$ cat src/rtl/ps2_pkg.sv
// rtl/ps2_pkg.sv - shared PS/2 types, frame constants and command bytes
//
// Purpose: common definitions for the PS/2 host transmit and receive paths.
// Contents: ps2_tx_state_t (host transmit FSM states), PS2_FRAME_FALLS,
//           command byte constants and the odd-parity helper.
package ps2_pkg;

  typedef enum logic [2:0] {
    PS2_TX_IDLE,
    PS2_TX_INHIBIT,
    PS2_TX_RTS,
    PS2_TX_SHIFT,
    PS2_TX_ACK,
    PS2_TX_WAIT_IDLE
  } ps2_tx_state_t;

  // Falling kb_clk edges in one host-to-device frame: 10 bits plus the ack slot.
  localparam int unsigned PS2_FRAME_FALLS = 11;

  localparam logic [7:0] PS2_CMD_SET_LED = 8'hED;
  localparam logic [7:0] PS2_CMD_RESET   = 8'hFF;

  // Parity bit that makes the total count of ones in data+parity odd.
  function automatic logic ps2_odd_parity(input logic [7:0] data);
    return ~^data;
  endfunction

endpackage

$ cat src/rtl/ps2_clk_fall.sv
// rtl/ps2_clk_fall.sv - falling-edge detector for the synchronized kb_clk
//
// Purpose: flags a high-to-low transition of kb_clk using two clk-domain
//          registers; no logic is clocked by kb_clk itself.
// Ports:
//   clk           in  system clock
//   rst           in  asynchronous active-high reset
//   kb_clk_sync_i in  kb_clk already synchronized to clk
//   fall_o        out one-cycle flag, kb_clk went from 1 to 0
module ps2_clk_fall (
  input  logic clk,
  input  logic rst,
  input  logic kb_clk_sync_i,
  output logic fall_o
);

  logic now_q;
  logic prev_q;

  always_ff @(posedge clk or posedge rst) begin
    if (rst) begin
      now_q  <= 1'b0;
      prev_q <= 1'b0;
    end else begin
      now_q  <= kb_clk_sync_i;
      prev_q <= now_q;
    end
  end

  // Clearing both registers to 0 means no spurious fall can follow reset.
  assign fall_o = prev_q & ~now_q;

endmodule

$ cat src/rtl/ps2_host_tx.sv
// rtl/ps2_host_tx.sv - PS/2 host-to-device command transmitter
//
// Purpose: sends one command byte to the device using the inhibit /
//          request-to-send sequence and checks the device acknowledge.
//          PS/2 lines are driven open-drain through output enables.
// Ports:
//   clk, rst            system clock, asynchronous active-high reset
//   kb_clk_sync_i       kb_clk synchronized to clk
//   kb_data_sync_i      kb_data synchronized to clk
//   tx_data_i/valid_i   command byte and send request
//   tx_ready_o          transfer accepted when tx_valid_i && tx_ready_o
//   kb_clk_oe_o         1 = pull kb_clk low
//   kb_data_oe_o        1 = pull kb_data low
//   busy_o              transfer in progress
//   tx_done_o, tx_err_o one-cycle outcome pulses (ack / nack or timeout)
module ps2_host_tx
  import ps2_pkg::*;
#(
  parameter int unsigned INHIBIT_CYCLES = 10000,
  parameter int unsigned TIMEOUT_CYCLES = 2000000
) (
  input  logic       clk,
  input  logic       rst,
  input  logic       kb_clk_sync_i,
  input  logic       kb_data_sync_i,
  input  logic [7:0] tx_data_i,
  input  logic       tx_valid_i,
  output logic       tx_ready_o,
  output logic       kb_clk_oe_o,
  output logic       kb_data_oe_o,
  output logic       busy_o,
  output logic       tx_done_o,
  output logic       tx_err_o
);

  localparam int unsigned INH_W = (INHIBIT_CYCLES > 2) ? $clog2(INHIBIT_CYCLES) : 1;
  localparam int unsigned TO_W  = (TIMEOUT_CYCLES > 2) ? $clog2(TIMEOUT_CYCLES) : 1;

  localparam logic [INH_W-1:0] INH_LAST = INH_W'(INHIBIT_CYCLES - 1);
  localparam logic [INH_W-1:0] INH_PRE  = INH_W'(INHIBIT_CYCLES - 2);
  localparam logic [TO_W-1:0]  TO_LAST  = TO_W'(TIMEOUT_CYCLES - 1);
  localparam logic [3:0]       FALLS_MAX   = 4'(PS2_FRAME_FALLS);
  localparam logic [3:0]       FALLS_DATA  = 4'(PS2_FRAME_FALLS - 3);
  localparam logic [3:0]       FALLS_PAR   = 4'(PS2_FRAME_FALLS - 3);
  localparam logic [3:0]       FALLS_STOP  = 4'(PS2_FRAME_FALLS - 2);

  ps2_tx_state_t    state_q, state_d;
  logic             clk_oe_q, clk_oe_d;
  logic             data_oe_q, data_oe_d;
  logic             done_q, done_d;
  logic             err_q, err_d;
  logic [7:0]       shift_q, shift_d;
  logic             parity_q, parity_d;
  logic [3:0]       falls_q, falls_d;
  logic [INH_W-1:0] inh_cnt_q, inh_cnt_d;
  logic [TO_W-1:0]  to_cnt_q, to_cnt_d;

  logic fall;
  logic accept;
  logic in_frame;
  logic lines_idle;
  logic inh_last;
  logic timeout;

  ps2_clk_fall u_clk_fall (
    .clk           (clk),
    .rst           (rst),
    .kb_clk_sync_i (kb_clk_sync_i),
    .fall_o        (fall)
  );

  // Ready is held low during the outcome pulse so a new request is only
  // taken once the previous result has been reported.
  assign tx_ready_o   = (state_q == PS2_TX_IDLE) && !done_q && !err_q;
  assign busy_o       = (state_q != PS2_TX_IDLE);
  assign kb_clk_oe_o  = clk_oe_q;
  assign kb_data_oe_o = data_oe_q;
  assign tx_done_o    = done_q;
  assign tx_err_o     = err_q;

  assign accept     = tx_valid_i && tx_ready_o;
  assign in_frame   = (state_q == PS2_TX_RTS) || (state_q == PS2_TX_SHIFT) ||
                      (state_q == PS2_TX_ACK) || (state_q == PS2_TX_WAIT_IDLE);
  assign lines_idle = kb_clk_sync_i && kb_data_sync_i;
  assign inh_last   = (inh_cnt_q == INH_LAST);
  // A successful finish in WAIT_IDLE wins over a timeout landing on the same cycle.
  assign timeout    = in_frame && !fall && (to_cnt_q == TO_LAST) &&
                      !((state_q == PS2_TX_WAIT_IDLE) && lines_idle);

  always_ff @(posedge clk or posedge rst) begin
    if (rst) begin
      state_q   <= PS2_TX_IDLE;
      clk_oe_q  <= 1'b0;
      data_oe_q <= 1'b0;
      done_q    <= 1'b0;
      err_q     <= 1'b0;
      shift_q   <= '0;
      parity_q  <= 1'b0;
      falls_q   <= '0;
      inh_cnt_q <= '0;
      to_cnt_q  <= '0;
    end else begin
      state_q   <= state_d;
      clk_oe_q  <= clk_oe_d;
      data_oe_q <= data_oe_d;
      done_q    <= done_d;
      err_q     <= err_d;
      shift_q   <= shift_d;
      parity_q  <= parity_d;
      falls_q   <= falls_d;
      inh_cnt_q <= inh_cnt_d;
      to_cnt_q  <= to_cnt_d;
    end
  end

  always_comb begin
    state_d = state_q;
    if (timeout) begin
      state_d = PS2_TX_IDLE;
    end else begin
      unique case (state_q)
        PS2_TX_IDLE:      if (accept) state_d = PS2_TX_INHIBIT;
        PS2_TX_INHIBIT:   if (inh_last) state_d = PS2_TX_RTS;
        PS2_TX_RTS:       state_d = PS2_TX_SHIFT;
        PS2_TX_SHIFT:     if (fall && (falls_q == FALLS_STOP)) state_d = PS2_TX_ACK;
        PS2_TX_ACK:       if (fall) state_d = kb_data_sync_i ? PS2_TX_IDLE : PS2_TX_WAIT_IDLE;
        PS2_TX_WAIT_IDLE: if (lines_idle) state_d = PS2_TX_IDLE;
        default:          state_d = PS2_TX_IDLE;
      endcase
    end
  end

  always_comb begin
    clk_oe_d  = 1'b0;
    data_oe_d = data_oe_q;
    done_d    = 1'b0;
    err_d     = 1'b0;
    shift_d   = shift_q;
    parity_d  = parity_q;
    falls_d   = falls_q;
    inh_cnt_d = inh_cnt_q;
    to_cnt_d  = to_cnt_q;

    if (in_frame) begin
      to_cnt_d = fall ? '0 : to_cnt_q + 1'b1;
      if (fall && (falls_q != FALLS_MAX)) falls_d = falls_q + 4'd1;
    end

    unique case (state_q)
      PS2_TX_IDLE: begin
        data_oe_d = 1'b0;
        if (accept) begin
          shift_d   = tx_data_i;
          parity_d  = ps2_odd_parity(tx_data_i);
          falls_d   = '0;
          inh_cnt_d = '0;
          clk_oe_d  = 1'b1;
        end
      end
      PS2_TX_INHIBIT: begin
        if (inh_last) begin
          // Release kb_clk with kb_data already low: the start bit.
          data_oe_d = 1'b1;
          to_cnt_d  = '0;
        end else begin
          clk_oe_d  = 1'b1;
          inh_cnt_d = inh_cnt_q + 1'b1;
          data_oe_d = (inh_cnt_q == INH_PRE);
        end
      end
      PS2_TX_SHIFT: begin
        if (fall) begin
          if (falls_q < FALLS_DATA) begin
            data_oe_d = ~shift_q[0];
            shift_d   = {1'b0, shift_q[7:1]};
          end else if (falls_q == FALLS_PAR) begin
            data_oe_d = ~parity_q;
          end else begin
            data_oe_d = 1'b0;
          end
        end
      end
      PS2_TX_ACK: begin
        if (fall && kb_data_sync_i) err_d = 1'b1;
      end
      PS2_TX_WAIT_IDLE: begin
        if (lines_idle) done_d = 1'b1;
      end
      default: ;
    endcase

    if (timeout) begin
      data_oe_d = 1'b0;
      err_d     = 1'b1;
    end
  end

endmodule

$ cat config.mk
export PLATFORM = sky130hd
export DESIGN_NAME = ps2_host_tx
export DESIGN_NICKNAME = d
export VERILOG_FILES = /design/src/rtl/ps2_pkg.sv /design/src/rtl/ps2_clk_fall.sv /design/src/rtl/ps2_host_tx.sv
export SDC_FILE = /design/constraint.sdc
export NUM_CORES = 1
export LEC_CHECK = 0
export CORE_ASPECT_RATIO = 1.5
export CORE_MARGIN = 1
export CORE_UTILIZATION = 55
export DETAILED_ROUTE_END_ITERATION = 7
export PLACE_DENSITY = 0.73
export RECOVER_POWER = 50
export SETUP_SLACK_MARGIN = 0.4
export SLEW_MARGIN = 10
export SYNTH_ARGS = -nofsm -noshare
export SYNTH_HDL_FRONTEND = slang
export SYNTH_SLANG_ARGS = --single-unit
export TNS_END_PERCENT = 20
$ cat constraint.sdc
create_clock -name clk -period 5.17 [get_ports clk]
set_input_delay 1.034 -clock clk [delete_from_list [all_inputs] [get_ports clk]]
set_output_delay 1.034 -clock clk [all_outputs]
set_load 0.1 [all_outputs]
==> qor.txt <==
run status -> finished, violations left
failing checks -> max-capacitance violations, max-slew violations
WHS Endpoint -> u_clk_fall.prev_q
PortBufs -> 18
Achievable Freq -> 281 MHz
Worst-Margin Slew -> 1.70 ns
Core Area -> 5490 um2
CTS HTree Levels -> 3
Critical Path AT -> 2.52 ns
number of fillers in the final layout -> 457
EDFF count, synth -> 0
cts repair resizes -> 0
Worst Hold Depth -> 0
sequential share of power -> 44.7%
Synth-to-Final Area Change -> 12.3%
combinational power share -> 24.3%
Seq/Total Area, Yosys -> 45.6%
Lkg Pwr -> 1.56 nW
final setup violation count -> 0
Synth Area per Inst -> 9.31 um2
Longest Clk Path Bufs -> 2
die area -> 6000 um2
DR WL/cell -> 14.7 um
setup bufs post-CTS -> 0
share of the synthesized area in the top cell type -> 45.6%
Storage cell area -> 1430 um2
max cap viols -> 1
Crit Path Category -> reg -> out
routed via count -> 2,450
critical-path maximum fanout -> 11
R2R Path Start -> state_q[0]
Worst R2R Setup Slack -> 2.40 ns
Site Rows -> 33
Critical R2R Capture -> to_cnt_q[0]
Power, Total -> 1.22 mW
RSZ-0062 raised after global routing -> false
clock slew at reported path FFs -> 0.06 ns
starting density of the core -> 57.0%
gr ovfl total -> 0
clk root buf -> clkbuf_8
Die W -> 63.6 um
post-synth top area cell -> dfrtp_1
FF-to-FF path depth -> 5
CTS Hold Bufs -> 0
Max-Slew Margin vs Limit -> -13.3%
syn nets -> 355
Final period util -> 68.7%
fin util -> 64.0%
clock power share -> 31.0%
Sw Share -> 34.4%
first-pass GRT wire length -> 11.0 mm
DRT antenna net count -> 0
hold_sp -> u_clk_fall.now_q
placed cells -> 415
clk sinks -> 57
non-filler cells, final -> 430
Yosys warnings -> 0
layout cell share with drive strength beyond 1 -> 7.50%
number of inserted diodes -> 0
# IOs -> 19
most common cell in the netlist -> dfrtp_1
dpl hpwl -> 4.54 mm
count of final hold-check violations -> 0
Post-synth ARST share -> 100%
Netlist cell types -> 50
top cells by count, synth -> dfrtp_1, nor2_1, nand2_1, xnor2_1, o21ai_0
Netlist Area Pre-Place -> 3130 um2
Worst Clk Skew -> 0.00478 ns
time the worst path needs with I/O delays and setup -> 3.55 ns
RD Place Congestion -> 0.944
Cells after Synth -> 336
Total GRT Usage -> 23.8%
starting DRC count in detailed routing -> 106
Top FF cell, synth -> dfrtp_1
Critical Path RT -> 4.14 ns
Hold Crit Class -> reg -> reg
#FFs+latches synth -> 57
Max VDD drop -> 0.000221 V
drt drc -> 0
setup tns final -> 0 ns
fin nets -> 375
Final Max Tran Viols -> 33
CP startpoint kind -> flip-flop
largest net degree at the start of global routing -> 33
vias in the first global route -> 2,533
Sw Pwr -> 419 uW
internal power -> 799 uW
CTS Buf Count -> 9
DR pass1 iterations -> 4
via density per instance -> 5.70
Die Y -> 94.4 um
Area contributors post-synth -> dfrtp_1, nor2_1, xnor2_1, nand2_1, xor2_1
initial antenna violation count -> 0
Clock Latency Late Sink -> 0.33 ns
CTS tree -> built
pwr/cell area -> 347 nW/um2
area of the multi-input gates -> 1590 um2
Critical Path End Type -> output pin
final wirelength -> 6.32 mm
worst max path at each step:
stage,start,to,slack (ns),cells after the start
2_1_floorplan,state_q[1],tx_ready_o,0.77,4
3_3_place_gp,state_q[1],tx_ready_o,1.95,4
3_5_place_dp,state_q[1],tx_ready_o,1.96,4
4_1_cts,state_q[1],tx_ready_o,1.59,4
5_1_grt,rst,shift_q[7],1.17,3
6_report,state_q[1],tx_ready_o,1.62,4
cell usage in the layout, fill, tap and decap left out, types with 9 or more instances in the layout:
cell type / count
dfrtp_1: 57
o21ai_0: 18
nand3_1: 14
nand4_1: 12
mux2i_1: 9
inv_1: 11
clkdlybuf4s50_1: 15
xnor2_1: 19
xor2_1: 14
nor2_1: 56
clkbuf_8: 12
nand2_1: 36
power groups by stage:
stage	sequential [mW]	combinational [mW]	clock, mW
2_1_floorplan	0.561	0.208	0
6_report	0.545	0.296	0.377
4_1_cts	0.544	0.300	0.389
3_3_place_gp	0.549	0.291	0
5_1_grt	0.551	0.328	0.406
3_5_place_dp	0.550	0.300	0
routing by layer:
metal	vias up	track usage [%]	share of wire, %
li1	1209	-	-
met1	1197	25.9	43
met2	32	43.8	53
met3	12	3.38	2.0
met4	0	13.4	1.9
met5	-	0	0
state kept, by name (all words and copies together) (netlist names), 3 cells and up:
name / count
falls_q: 4
inh_cnt_q: 14
shift_q: 8
state_q: 3
to_cnt_q: 21
final cells by class:
type | count | share of cell area (%)
clock buffers | 12 | 4.70
clock inverters | 3 | 0.427
inverters | 11 | 1.18
multi-input cells | 257 | 45.2
flip-flops and latches | 57 | 40.6
well taps | 70 | 2.49
repair buffers | 20 | 5.45
per-stage QoR:
| step | hold slack (ns) | cell area [um2] | worst slack, ns |
|---|---|---|---|
| after floorplan | 0.378 | 3130 | 0.771 |
| after global placement | 0.405 | 3350 | 1.95 |
| after detailed placement | 0.396 | 3350 | 1.96 |
| after CTS | 0.422 | 3530 | 1.59 |
| after global routing | 0.427 | 3510 | 1.17 |
| final | 0.426 | 3510 | 1.62 |
critical path, stage by stage (launching register included):
cell	delay, ns
dfrtp_1	0.51
nor3_1	0.29
inv_1	0.10
nor3_1	0.13
clkdlybuf4s50_1	1.15
cells by family (layout without fill, tap and decap cells):
family                     Yosys count  in the layout  synth area share (%)
and+or+nand+nor                    166            166                  27.6
DFF                                 57             57                  45.6
AOI/OAI and AO/OA                   42             42                  8.44
xor gates and xnor gates            34             34                  9.76
buffers and inverters               22             46                  3.32
muxes                                9              9                  2.88
adders and majority gates            6              6                  2.40
(Power assumes the default switching activity.)
